**src/rtl/mac_pkg.sv**
```systemverilog
// Shared types and default widths for the FIFO-draining dot-product engine.
package mac_pkg;

    localparam int DEF_DATA_WIDTH = 8;
    localparam int DEF_DEPTH      = 8;
    localparam int DEF_ACC_WIDTH  = 24;

    typedef enum logic [1:0] {
        IDLE,
        READ,
        DONE
    } state_t;

endpackage

```
**src/rtl/mac_unit.sv**
```systemverilog
// Unsigned multiply-accumulate datapath: full-width product added into a
// wrapping accumulator under clear/enable control.
module mac_unit
    import mac_pkg::*;
#(
    parameter int DATA_WIDTH = DEF_DATA_WIDTH,
    parameter int ACC_WIDTH  = DEF_ACC_WIDTH
) (
    input  logic                  clk,
    input  logic                  rst,
    input  logic                  clear,
    input  logic                  en,
    input  logic [DATA_WIDTH-1:0] a_data,
    input  logic [DATA_WIDTH-1:0] b_data,
    output logic [ACC_WIDTH-1:0]  acc
);

    logic [2*DATA_WIDTH-1:0] product;

    assign product = a_data * b_data;

    // NOTE: sequential state is written with <= only, so every flop samples
    // pre-edge values and process ordering can never create a race.
    always_ff @(posedge clk or posedge rst) begin
        if (rst) begin
            acc <= '0;
        end else if (clear) begin
            acc <= '0;
        end else if (en) begin
            acc <= acc + ACC_WIDTH'(product);
        end
    end

endmodule

```
**src/rtl/fifo_mac_drain.sv**
```systemverilog
// Pops DEPTH operand pairs from two FIFOs and returns their dot product,
// stalling on either empty flag and pulsing done once the last product lands.
module fifo_mac_drain
    import mac_pkg::*;
#(
    parameter int DATA_WIDTH = DEF_DATA_WIDTH,
    parameter int DEPTH      = DEF_DEPTH,
    parameter int ACC_WIDTH  = DEF_ACC_WIDTH
) (
    input  logic                  clk,
    input  logic                  rst,
    input  logic                  start,
    input  logic                  a_empty,
    input  logic                  b_empty,
    input  logic [DATA_WIDTH-1:0] a_data,
    input  logic [DATA_WIDTH-1:0] b_data,
    output logic                  rden,
    output logic [ACC_WIDTH-1:0]  result,
    output logic                  done,
    output logic                  busy
);

    localparam int CNT_W = $clog2(DEPTH + 1);

    state_t             state;
    state_t             next_state;
    logic [CNT_W-1:0]   pop_cnt;
    logic               pending;
    logic               start_op;
    logic [ACC_WIDTH-1:0] acc;

    assign start_op = (state == IDLE) && start;
    assign done     = (state == DONE);
    assign busy     = (state != IDLE);

    // NOTE: every output of this block gets a default first so no path
    // through the case leaves a signal unassigned and infers a latch.
    always_comb begin
        next_state = state;
        rden       = 1'b0;
        case (state)
            IDLE: begin
                if (start) next_state = READ;
            end
            READ: begin
                rden = !a_empty && !b_empty && (pop_cnt < CNT_W'(DEPTH));
                // Leave only after the final popped word has been accumulated.
                if (pop_cnt == CNT_W'(DEPTH) && !pending) next_state = DONE;
            end
            DONE: begin
                next_state = IDLE;
            end
            default: begin
                next_state = IDLE;
            end
        endcase
    end

    always_ff @(posedge clk or posedge rst) begin
        if (rst) begin
            state <= IDLE;
        end else begin
            state <= next_state;
        end
    end

    always_ff @(posedge clk or posedge rst) begin
        if (rst) begin
            pop_cnt <= '0;
            pending <= 1'b0;
        end else if (start_op) begin
            pop_cnt <= '0;
            pending <= 1'b0;
        end else begin
            pop_cnt <= pop_cnt + CNT_W'(rden);
            pending <= rden;
        end
    end

    always_ff @(posedge clk or posedge rst) begin
        if (rst) begin
            result <= '0;
        end else if (state == READ && next_state == DONE) begin
            result <= acc;
        end
    end

    // FIFO read data arrives one cycle after rden, which is exactly when
    // pending is high.
    mac_unit #(
        .DATA_WIDTH (DATA_WIDTH),
        .ACC_WIDTH  (ACC_WIDTH)
    ) u_mac (
        .clk    (clk),
        .rst    (rst),
        .clear  (start_op),
        .en     (pending),
        .a_data (a_data),
        .b_data (b_data),
        .acc    (acc)
    );

endmodule

```
**config.mk**
```make
export PLATFORM = sky130hd
export DESIGN_NAME = fifo_mac_drain
export DESIGN_NICKNAME = d
export VERILOG_FILES = /design/src/rtl/mac_pkg.sv /design/src/rtl/mac_unit.sv /design/src/rtl/fifo_mac_drain.sv
export SDC_FILE = /design/constraint.sdc
export NUM_CORES = 1
export LEC_CHECK = 0
export BUFFER_PORTS_ARGS = -buffer_cell sky130_fd_sc_hd__buf_2
export CAP_MARGIN = 15
export CORE_ASPECT_RATIO = 1.25
export CORE_MARGIN = 1
export CORE_UTILIZATION = 60
export DETAILED_ROUTE_END_ITERATION = 10
export PLACE_DENSITY_LB_ADDON = 0.15
export SYNTH_ARGS = -nofsm -noshare
export SYNTH_HDL_FRONTEND = slang
export SYNTH_SLANG_ARGS = --single-unit
```
**constraint.sdc**
```tcl
create_clock -name clk -period 5.45 [get_ports clk]
set_clock_uncertainty 0.1 [all_clocks]
set_input_delay 1.09 -clock clk [delete_from_list [all_inputs] [get_ports clk]]
set_output_delay 1.09 -clock clk [all_outputs]
set_load 0.03 [all_outputs]
```
After elaboration in Yosys (flattened, before gate mapping)
Index checks and enable logic that the tools add are counted.

Bits in registers: 55. Output and inout port bits: 27. Input bits: 21.

Equal/unequal tests: 4. Reductions and logical operators: 11. Multiplexer cells: 8. Magnitude comparators: 1. Add/sub/neg operators: 2. $mul: 1.

Operators with widths (number): $mux 24 (2); $add 24x16->24 (1); $mul 8x8->16 (1); $logic_and 1x1->1 (5); $add 4x1->4 (1); $eq 2x2->1 const B (2); $eq 4x4->1 const B (1); $lt 4x4->1 const B (1); $mux 2 (2); $mux 4 (1); $pmux 2 s2 (1); $reduce_bool 2->1 (2); $logic_not 1->1 (3); $eq 2x1->1 const B (1); $logic_not 2->1 (1); $mux 1 (2).

Logic depth before layout (Yosys ltp)
Depth in word-level cells: 6. Depth in mapped cells: 17.

Modules after synthesis
From an unflattened synthesis, not the netlist that was laid out.

Cells, all modules: 491. Area, all modules: 5004.8 um^2.

By module, submodules not included: mac_unit (instances 1, sequential area each 600.6 um^2, cells an instance 412, area an instance 3694.8 um^2); fifo_mac_drain (instances 1, sequential area each 775.7 um^2, cells an instance 79, area an instance 1310.0 um^2).

Worst setup path before layout
No wires, ideal clock.

Path type: in2reg. From: in b_data[1]. To: reg u_mac.acc[14]. Buffers on the path: 1. Arrival time: 4846 ps. Slack: 408 ps. Cell stages on the path: 16. Required time: 5255 ps. Cell sequence: clkbuf_1 > nand2_1 > fa_1 > inv_1 > fa_1 > fa_1 > inv_1 > fa_1 > inv_1 > ha_1 > a21oi_1 > nand2_1 > o211ai_1 > a21oi_1 > o21a_1 > o31ai_1.

Longest elaborated chain between the ends: 4.

Ends and longest elaborated chain: from (decl) (line fifo_mac_drain.sv:16) `input logic [DATA_WIDTH-1:0] b_data,`; $mul 8x8->16 (line mac_unit.sv:20) `assign product = a_data * b_data;`; $add 24x16->24 (line mac_unit.sv:30) `acc <= acc + ACC_WIDTH'(product);`; $mux 24 (line mac_unit.sv:29) `end else if (en) begin`; $mux 24 (line mac_unit.sv:27) `end else if (clear) begin`; to (signal assigned) (line mac_unit.sv:30); to (decl) (line mac_unit.sv:15) `output logic [ACC_WIDTH-1:0] acc`.

Every way passes these cells. The select of a mux whose other input is x is not followed. A chain may end at the register's enable or synchronous reset.

Worst setup path in the final report
From: in b_data[7]. To: reg u_mac.acc[14].

Same word-level chain as after synthesis.

==> results by group <==
Status
  • Outcome: finished clean

Routing
  • Routed vias: 3475
  • DR WL/cell: 14.7 um
  • DR vias/cell: 5.35
  • Final antenna-violating net count: 0
  • Drt total wl: 9540 um
  • Initial DRC count: 105
  • First-pass detailed-route iteration total: 4
  • DRC: 0

Worst setup path
  • R2R setup slack: 0.99 ns
  • Worst Setup End Kind: flip-flop
  • WP buf/inv: 4
  • R2r worst-path depth: 15
  • Worst path max stage delay: 0.56 ns
  • WS Path Type: primary input to flip-flop
  • CP Data Required Time: 5.56 ns
  • CP Capture Point: u_mac.acc[14]$_DFFE_PP0P_
  • Startpoint class of the critical path: primary input
  • Critical path arrival: 5.26 ns
  • Critical path fanouts, max: 8
  • Largest delay share family, worst path: adder cells
  • Crit-path most repeated cell: fa_1
  • CP startpoint: b_data[7]
  • CP max-delay cell: fa_1
  • End of the worst register-to-register path: u_mac.acc[14]$_DFFE_PP0P_
  • Worst-path cell chain: buf_2 > nand2_1 > fa_1 > fa_1 > inv_1 > fa_1 > inv_1 > fa_1 > inv_1 > ha_1 > a21oi_1 > nand2_1 > o211ai_1 > a21oi_1 > o21a_1 > o31ai_1
  • Stages on worst setup path: 16
  • Reg2reg start: u_mac.acc[7]$_DFFE_PP0P_

Yosys
  • Synth Warn #: 0
  • Mapped Nets: 619
  • Synth top area share: 27.8%
  • Area leader, netlist: dfrtp_1
  • Area of the mapped netlist: 4950 um2
  • Top_reg_cell synth: dfrtp_1
  • Number of flops mapped to enable cells by yosys: 0
  • Gate Count Post-Synth: 505
  • Seq cells post-synth: 55
  • Mapped Avg Cell Area: 9.81 um2
  • Netlist cell types: 46
  • Post-synth ARST share: 100%
  • Synth area leaders: dfrtp_1 28%, fa_1 20%, ha_1 11%
  • Register area share after synthesis: 27.8%

Final layout
  • Final std cells w/o fill: 649
  • Diode count: 0
  • Layout cells sized above 1: 17.3%
  • Layout Nets: 668
  • Synth-to-Final Area Change: 8.51%
  • Layout Utilization: 68.2%

Global routing
  • Grt total ovfl: 0
  • Vias in the first global route: 3594
  • GRT Resource Usage Total: 24.3%
  • Largest net degree at the start of global routing: 56
  • First-pass GRT wire length: 17000 um
  • Initial antenna violation count: 0

Clocking
  • # clock sinks: 55
  • Htree depth: 2
  • Num CTS Buffers: 5
  • Clock transition at path regs: 0.10 ns
  • PostCTS Resize Cnt: 0
  • Worst-skew pair later-pin latency: 0.32 ns
  • CTS tree: yes
  • Clk root buf: clkbuf_8
  • Post-CTS setup buffers: 0
  • Hold_buf cts: 0
  • Deepest clock path buffer count: 2

Placed design
  • Placed cells: 640
  • Dpl hpwl: 7820 um
  • IO buf count: 47
  • Placer congestion estimate: 0.872

Timing
  • Tmin final: 5.14 ns
  • Final setup viols: 0
  • Pins Over Slew Limit: 0
  • Setup TNS: 0 ns
  • Hold Violations, Final: 0
  • Fmax: 195 MHz
  • Final Cycle Share: 94.3%
  • Worst-Margin Slew: 0.951 ns
  • RSZ-0062 raised after global routing: no
  • Worst slew margin: 36.6%
  • Worst hold slack: 0.390 ns

Min path
  • Worst Hold Class: flip-flop to flip-flop

Die
  • Die ar.: 8620 um2
  • Site Rows: 36
  • Core footprint: 7880 um2
  • Chip height: 104 um
  • Initial core utilization: 62.8%
  • # IOs: 48
  • Die X: 83.3 um

Flow run
  • Maxcap violations: 0
==> layer usage <==
layer	track usage, %	vias to the layer above	share of wire, %
met2	42.4	74	51
met4	5.79	0	1.3
met1	32.6	1687	44
li1	-	1701	-
met5	0	-	0
met3	2.71	13	3.8
==> layout make-up <==
class / instances / area, um2
inverter: 101 / 379
sequential: 55 / 1380
timing repair buffer: 53 / 300
tap: 95 / 119
clock buffer: 5 / 68.8
multi-input combinational: 338 / 3110
fill: 648 / 2510
clock inverter: 2 / 16.3
==> Yosys cell counts, types with 4 or more instances <==
library cell  count
a31oi_1           5
ha_1             43
and2_1           38
inv_1           101
o21ai_0          12
dfrtp_1          55
fa_1             50
a21o_1            6
xnor2_1          15
mux2i_1           8
nor2_1           26
mux2_2           23
nand3_1           6
nand2_1          47
clkbuf_1          4
a21oi_1          20
==> how the worst min path moves through the flow <==
stage | from | endpoint | cells after the start
floorplan | state[1]$_DFF_PP0_ | state[0]$_DFF_PP0_ | 1
CTS | state[1]$_DFF_PP0_ | state[0]$_DFF_PP0_ | 1
finish | result[2]$_DFFE_PP0P_ | result[2]$_DFFE_PP0P_ | 1
detailed placement | result[2]$_DFFE_PP0P_ | result[2]$_DFFE_PP0P_ | 1
global placement | result[2]$_DFFE_PP0P_ | result[2]$_DFFE_PP0P_ | 1
global route | result[2]$_DFFE_PP0P_ | result[2]$_DFFE_PP0P_ | 1
==> placed cells by master, fill, tap and decap left out, drive strengths merged, types with 2 or more instances in the layout <==
cell type / Yosys / final
mux2: 24 / 24
xor2: 3 / 3
inv: 101 / 102
o21ai: 12 / 12
nor2: 26 / 26
dfrtp: 55 / 55
o22ai: 2 / 2
a21oi: 21 / 21
and2: 38 / 38
a31oi: 5 / 5
nor4: 3 / 3
fa: 50 / 50
ha: 43 / 43
xnor2: 15 / 15
o21a: 3 / 3
nand3: 6 / 6
and3: 2 / 2
o211ai: 2 / 2
a211oi: 3 / 3
and4: 2 / 2
nor3: 2 / 2
buf: 6 / 53
mux2i: 8 / 8
clkbuf: 5 / 5
a21o: 8 / 8
nand2: 47 / 47
nand2b: 2 / 2
a31o: 2 / 2
==> through the flow <==
step	area (um2)	setup slack (ns)
2_1_floorplan	4950	0.408
4_1_cts	5340	0.317
3_5_place_dp	5250	0.0295
5_1_grt	5370	0.0805
3_3_place_gp	5250	0.0918
6_report	5370	0.309
==> registers in the layout, indices dropped and copies added, names as in the netlist <==
register and cells:
state 2, u_mac.acc 24, pending 1, result 24, pop_cnt 4
==> cells by family (layout without fill, tap and decap cells) <==
| group | count (synthesis) | after routing | synth area share, % |
|---|---|---|---|
| and+or+nand+nor | 131 | 131 | 13.1 |
| buffers and inverters | 112 | 161 | 9.32 |
| adders and majority gates | 93 | 93 | 31.1 |
| AOI/OAI and AO/OA | 64 | 64 | 8.44 |
| DFF | 55 | 55 | 27.8 |
| muxes | 32 | 32 | 7.07 |
| xor gates and xnor gates | 18 | 18 | 3.18 |
Power is not shown: default switching activity piles up to over one toggle a cycle in this logic, so the estimate is an artifact.
